## src/rtl/lsu_store_buffer.sv

```systemverilog
// MEM-stage load/store unit: byte-lane generation, load extension, a FIFO store
// buffer drained to the dcache in the background, and store-to-load forwarding.
module lsu_store_buffer #(
  parameter int DATA_W   = 32,
  parameter int ADDR_W   = 12,
  parameter int SB_DEPTH = 4
) (
  input  logic                clk,
  input  logic                reset,
  input  logic                req_valid,
  output logic                req_ready,
  input  logic                req_rw,
  input  logic [1:0]          req_size,
  input  logic                req_signed,
  input  logic [ADDR_W-1:0]   req_addr,
  input  logic [DATA_W-1:0]   req_wdata,
  input  logic [4:0]          req_rd,
  output logic                resp_valid,
  output logic [DATA_W-1:0]   resp_data,
  output logic [4:0]          resp_rd,
  output logic                misaligned,
  output logic                stall,
  output logic                dcache_dataRequest,
  output logic                dcache_rw,
  output logic [ADDR_W-1:0]   dcache_address,
  output logic [DATA_W-1:0]   dcache_writeData,
  output logic [DATA_W/8-1:0] dcache_byte_en,
  input  logic [DATA_W-1:0]   dcache_readData,
  input  logic                dcache_data_ready
);
  localparam int BE_W = DATA_W / 8;
  localparam int LW   = $clog2(BE_W);
  localparam int WA_W = ADDR_W - LW;
  localparam int PW   = $clog2(SB_DEPTH);

  typedef enum logic [1:0] {IDLE, LOAD, DRAIN} state_t;
  state_t state, next;

  logic [WA_W-1:0]   sb_addr [SB_DEPTH];
  logic [DATA_W-1:0] sb_data [SB_DEPTH];
  logic [BE_W-1:0]   sb_be   [SB_DEPTH];
  logic [PW-1:0]     head, tail;
  logic [PW:0]       cnt;

  logic              lp_valid, lp_signed;
  logic [WA_W-1:0]   lp_wa;
  logic [LW-1:0]     lp_lane;
  logic [1:0]        lp_size;
  logic [4:0]        lp_rd;

  function automatic logic [BE_W-1:0] size_mask(input logic [1:0] size);
    case (size)
      2'd0:    return BE_W'(1);
      2'd1:    return BE_W'(3);
      2'd2:    return BE_W'(15);
      default: return '1;
    endcase
  endfunction

  // Keep the low (1<<size) bytes; upper bits get the access's sign bit or zero.
  function automatic logic [DATA_W-1:0] extend(input logic [DATA_W-1:0] d,
                                               input logic [1:0] size, input logic sgn);
    logic [BE_W-1:0]   m;
    logic [DATA_W-1:0] bm;
    logic              sb;
    m = size_mask(size);
    for (int i = 0; i < BE_W; i++) bm[8*i +: 8] = {8{m[i]}};
    case (size)
      2'd0:    sb = d[7];
      2'd1:    sb = d[15];
      2'd2:    sb = d[31];
      default: sb = d[DATA_W-1];
    endcase
    return (d & bm) | ({DATA_W{sgn & sb}} & ~bm);
  endfunction

  logic [LW-1:0]     lane;
  logic [WA_W-1:0]   req_wa;
  logic [BE_W-1:0]   req_be;
  logic [2:0]        amask;
  logic              misal;

  assign lane   = req_addr[LW-1:0];
  assign req_wa = req_addr[ADDR_W-1:LW];
  assign req_be = size_mask(req_size) << lane;

  always_comb begin
    case (req_size)
      2'd0:    amask = 3'd0;
      2'd1:    amask = 3'd1;
      2'd2:    amask = 3'd3;
      default: amask = 3'd7;
    endcase
  end
  assign misal = (|(req_addr[2:0] & amask)) || (req_size == 2'd3 && DATA_W == 32);

  // Scan oldest to youngest so the last match seen is the youngest.
  logic              hit_any, fwd_full;
  logic [DATA_W-1:0] fwd_data;
  logic [PW-1:0]     idx;
  always_comb begin
    hit_any  = 1'b0;
    fwd_full = 1'b0;
    fwd_data = '0;
    idx      = '0;
    for (int i = 0; i < SB_DEPTH; i++) begin
      idx = head + PW'(i);
      if (i < int'(cnt) && sb_addr[idx] == req_wa) begin
        hit_any  = 1'b1;
        fwd_full = ((sb_be[idx] & req_be) == req_be);
        fwd_data = sb_data[idx];
      end
    end
  end

  logic retire, sb_full, acc, acc_st, acc_ld, acc_fwd;
  assign retire  = (state == DRAIN) && dcache_data_ready;
  assign sb_full = (cnt == (PW+1)'(SB_DEPTH));

  always_comb begin
    req_ready = 1'b0;
    if (req_valid && state != LOAD) begin
      if (misal)       req_ready = 1'b1;
      else if (req_rw) req_ready = !sb_full || retire;
      else             req_ready = !lp_valid && (!hit_any || fwd_full);
    end
  end

  assign stall   = req_valid & ~req_ready;
  assign acc     = req_valid & req_ready;
  assign acc_st  = acc & ~misal & req_rw;
  assign acc_ld  = acc & ~misal & ~req_rw & ~hit_any;
  assign acc_fwd = acc & ~misal & ~req_rw & hit_any;

  always_comb begin
    next               = state;
    dcache_dataRequest = 1'b0;
    dcache_rw          = 1'b0;
    dcache_address     = '0;
    dcache_writeData   = '0;
    dcache_byte_en     = '0;
    case (state)
      IDLE: begin
        if (lp_valid || acc_ld) next = LOAD;
        else if (cnt != '0)     next = DRAIN;
      end
      LOAD: begin
        dcache_dataRequest = 1'b1;
        dcache_address     = {lp_wa, {LW{1'b0}}};
        dcache_byte_en     = '1;
        if (dcache_data_ready) next = IDLE;
      end
      DRAIN: begin
        dcache_dataRequest = 1'b1;
        dcache_rw          = 1'b1;
        dcache_address     = {sb_addr[head], {LW{1'b0}}};
        dcache_writeData   = sb_data[head];
        dcache_byte_en     = sb_be[head];
        // A pending load gets the port as soon as the in-flight store completes.
        if (dcache_data_ready)
          next = (cnt > (PW+1)'(1) && !lp_valid && !acc_ld) ? DRAIN : IDLE;
      end
      default: next = IDLE;
    endcase
  end

  always_ff @(posedge clk) begin
    if (acc_st) begin
      sb_addr[tail] <= req_wa;
      sb_data[tail] <= req_wdata << {lane, 3'b000};
      sb_be[tail]   <= req_be;
    end
  end

  always_ff @(posedge clk) begin
    if (reset) begin
      state      <= IDLE;
      head       <= '0;
      tail       <= '0;
      cnt        <= '0;
      lp_valid   <= 1'b0;
      lp_signed  <= 1'b0;
      lp_wa      <= '0;
      lp_lane    <= '0;
      lp_size    <= '0;
      lp_rd      <= '0;
      resp_valid <= 1'b0;
      resp_data  <= '0;
      resp_rd    <= '0;
      misaligned <= 1'b0;
    end else begin
      state      <= next;
      resp_valid <= 1'b0;
      misaligned <= acc & misal;
      if (acc_st) tail <= tail + PW'(1);
      if (retire) head <= head + PW'(1);
      case ({acc_st, retire})
        2'b10:   cnt <= cnt + (PW+1)'(1);
        2'b01:   cnt <= cnt - (PW+1)'(1);
        default: cnt <= cnt;
      endcase
      if (acc_ld) begin
        lp_valid  <= 1'b1;
        lp_signed <= req_signed;
        lp_wa     <= req_wa;
        lp_lane   <= lane;
        lp_size   <= req_size;
        lp_rd     <= req_rd;
      end
      if (acc_fwd) begin
        resp_valid <= 1'b1;
        resp_data  <= extend(fwd_data >> {lane, 3'b000}, req_size, req_signed);
        resp_rd    <= req_rd;
      end
      if (state == LOAD && dcache_data_ready) begin
        lp_valid   <= 1'b0;
        resp_valid <= 1'b1;
        resp_data  <= extend(dcache_readData >> {lp_lane, 3'b000}, lp_size, lp_signed);
        resp_rd    <= lp_rd;
      end
    end
  end
endmodule
```

## config.mk

```make
export PLATFORM = sky130hd
export DESIGN_NAME = lsu_store_buffer
export DESIGN_NICKNAME = d
export VERILOG_FILES = /design/src/rtl/lsu_store_buffer.sv
export SDC_FILE = /design/constraint.sdc
export NUM_CORES = 1
export LEC_CHECK = 0
export CORE_MARGIN = 2
export CORE_UTILIZATION = 58
export DETAILED_ROUTE_END_ITERATION = 12
export PLACE_DENSITY = 0.87
export SYNTH_ARGS = -nofsm -noshare
export SYNTH_HDL_FRONTEND = slang
export SYNTH_SLANG_ARGS = --single-unit
```

## constraint.sdc

```tcl
create_clock -name clk -period 5.2 [get_ports clk]
set_input_delay 0.78 -clock clk [delete_from_list [all_inputs] [get_ports clk]]
set_output_delay 0.78 -clock clk [all_outputs]
set_load 0.005 [all_outputs]
```

==> results.toml, run 1 <==
[yosys]
synth.area.mux_share_pct = 23.65
synth_seq_cells = 255
yosysUniqueCellTypes = 79
netlist_instances = 1500
yosys_warnings = 0
synth_edf_count = 184
synth_area_um2 = 16520
synth_fa_ha_area_share_pct = 0.9089
syn_area_per_cell_um2 = 11.01
synth_top_flop_cell = "edfxtp_1"
synth_top_family_by_area = "multiplexers"
async_flop_share_pct = 0
synth.yosys.seq_area_share_pct = 42.05
synth-compound-area-share_pct = 14.72
synth-xor-area-share_pct = 2.810
synth-simple-area-share_pct = 11.71

[floorplanning]
dieArea_um2 = 29850
row_count = 61
initial_core_util_pct = 59.14
die_y_um = 172.8
die_w_um = 172.8
io_pins = 180
core_um2 = 27930

[sta]
rsz0062_at_grt = "false"
worst_pin_slew_ns = 1.128
fin_setup_tns_ns = 0
clock_skew_ns = 0.01966
period_minus_slack_ns = 4.890
whs_ns = 0.4410
setup_viol = 0
drv_slew = 0
hold_viol_final = 0
finalCritPeriodShare_pct = 94.03
fmax_ghz = 0.2045
slew_headroom_pct = 24.83

[routing]
routed_wl_um = 50430
route.vias.total = 14000
ant_nets = 0
wl_per_cell_um = 24.84
dr.pass1.iters = 5
viasPerCell = 6.897
drc_errors = 0
drt_iter0_drc = 2054

[global_routing]
overflow = 0
grt_start_max_net_pins = 115
grt_pass1_vias = 13670
grt_pass1_wl_um = 78430
grt.total_usage_pct = 33.06
antenna_found_initial = 3

[worst_setup_path]
path_class = "flop to output pin"
critPathMaxFanout = 22
slowest_delay_ns = 0.61
critPathSlowestCell = "dfxtp_4"
critPathArrivalTime_ns = 4.11
worstSetupEndpointType = "output pin"
path_cells = "buf_4, mux2i_1, xnor2_1, nor4_1, mux2_2, a311oi_1, o311ai_1, o211a_1, clkdlybuf4s50_1"
cp.required_ns = 4.42
cp-start-kind = "flop"
r2r-start = "head[0]"
startpoint = "head[0]"

[clock_network]
cts_tree = "built"
clk_pin_slew_ns = 0.06
cts_buffers = 27
cts_buffer_depth = 3
cts.sinks = 255
postCtsSetupBuffers = 0
postCtsHoldBufs = 0
worstSkewPairLatency_ns = 0.57
root_buffer = "clkbuf_16"
cts-htree-levels = 1

[job]
maxCapViolCount = 0

[placed_design]
gp_congestion = 0.9553
dp_hpwl_um = 35620
port-buffer-count = 177
post-place-cells = 1979

[finish]
drive_gt1_share_pct = 15.88
fillerInstances = 1936
layout_common_cells = "edfxtp_1, clkdlybuf4s50_1, nand2_1, mux2i_1, nor2_1"
regArea_um2 = 6957
fin_nets = 1731
instances_no_fill = 2030
multi_input_area_um2 = 8907
syn2layout_area_growth_pct = 18.16
final_common_cell = "edfxtp_1"

[worst_hold_path]
holdCritStartpoint = "resp_data[24]"
hp-class = "flop to flop"

[power_and_ir_drop]
vdd_drop_max_uv = 286.2
power_density_nw_per_um2 = 296.5
leakagePower_uw = 0.006348

[status]
status = "finished, final reports clean"
worst max-delay path: cells and delay by family (launching register included):
kind | cells | cell delay (ns)
XOR/XNOR | 1 | 0.13
buffers and inverters | 2 | 0.81
AO/OA/AOI/OAI | 3 | 0.89
flip-flops | 1 | 0.61
AND/OR/NAND/NOR | 1 | 0.46
multiplexers | 2 | 0.63
per-stage QoR:
stage / setup WS (ns) / util, % / instance area, um^2 / total power, uW
after floorplan: 0.8286 / - / 16520 / 3396
after global placement: 0.5206 / 66.77 / 18650 / 3844
after detailed placement: 0.3803 / 66.77 / 18650 / 3886
after CTS: 0.2771 / 69.84 / 19510 / 5764
after global routing: 0.07971 / 69.88 / 19520 / 5969
final: 0.3103 / 69.88 / 19520 / 5788
cells in the mapped netlist, drive strengths merged, types with 4 or more instances:
library cell / count / share of area (%)
o211ai: 29 / 1.3
and2: 46 / 1.8
and3: 4 / 0.15
mux4: 92 / 13
o22ai: 9 / 0.34
ha: 12 / 0.91
o21ai: 96 / 2.9
a221oi: 18 / 0.95
dfxtp: 71 / 8.6
o221ai: 4 / 0.21
xor2: 29 / 1.5
a211o: 6 / 0.32
mux2i: 138 / 8.4
nor2: 126 / 2.9
mux2: 40 / 2.7
inv: 21 / 0.48
nor2b: 32 / 1.2
nand3: 11 / 0.33
a21oi: 62 / 1.9
edfxtp: 184 / 33
o21a: 4 / 0.18
o31ai: 5 / 0.23
clkbuf: 67 / 1.5
o311ai: 8 / 0.53
or2: 4 / 0.15
o221a: 6 / 0.41
xnor2: 24 / 1.3
nand2: 137 / 3.1
a22oi: 16 / 0.81
a21o: 10 / 0.45
nor4: 6 / 0.30
nand4: 5 / 0.19
a31oi: 6 / 0.27
nor3: 20 / 0.77
a211oi: 37 / 1.8
a221o: 12 / 0.73
buf: 59 / 2.1
state kept, by name (all words and copies together), names as in the netlist, named ones only:
signal	cells
head	2
tail	2
sb_addr	40
lp_rd	5
lp_signed	1
resp_rd	5
sb_data	128
lp_size	2
lp_wa	10
misaligned	1
resp_valid	1
cnt	3
sb_be	16
resp_data	32
lp_lane	2
lp_valid	1
state	2
repair_timing:
| action | 4_1_cts | 5_1_grt |
|---|---|---|
| resized for setup | 0 | 1 |
| hold endpoints to repair | 0 | 0 |
| endpoints found under the setup margin | 0 | 1 |
power breakdown:
part | switching (uW) | total (uW) | internal (uW)
clock | 832 | 1900 | 1070
sequential | 77.8 | 2320 | 2240
combinational | 822 | 1560 | 742
total | 1730 | 5790 | 4060
cell type report:
class                      count  area share (%)
antenna                        2         0.02564
sequential                   255           35.64
clock buffer                  36           3.634
clock inverter                13          0.7628
multi-input combinational   1098           45.63
timing repair buffer         226           11.46
tap                          378           2.423
inverter                      22          0.4230
layer usage:
layer	track usage [%]	share of wire, %	vias up
met1	45.18	38	6696
met3	6.486	12	175
li1	-	-	6005
met4	14.69	4.0	0
met5	0	0	-
met2	51.66	46	1125
final timing paths:
kind / to / slack [ns] / depth (start not counted)
worst min-delay path: resp_data[24] / 0.44 / 2
worst min register to register: resp_data[24] / 0.44 / 2
worst max-delay path: req_ready / 0.31 / 9
worst max register to register: sb_data[0][19] / 0.73 / 11
kinds of logic after synthesis:
family / Yosys count
DFF: 255
xor gates and xnor gates: 53
muxes: 270
and+or+nand+nor: 409
adders and majority gates: 12
other: 1
AOI/OAI and AO/OA: 352
buffers and inverters: 148
No activity file was read; power rests on OpenSTA's default activity.
==> run 2, diff against run 1 <==
- GPL_ROUTABILITY_DRIVEN: default -> 1
==> results of run 2 <==
No change in the layout: final DEF, timing and power equal those of run 1.
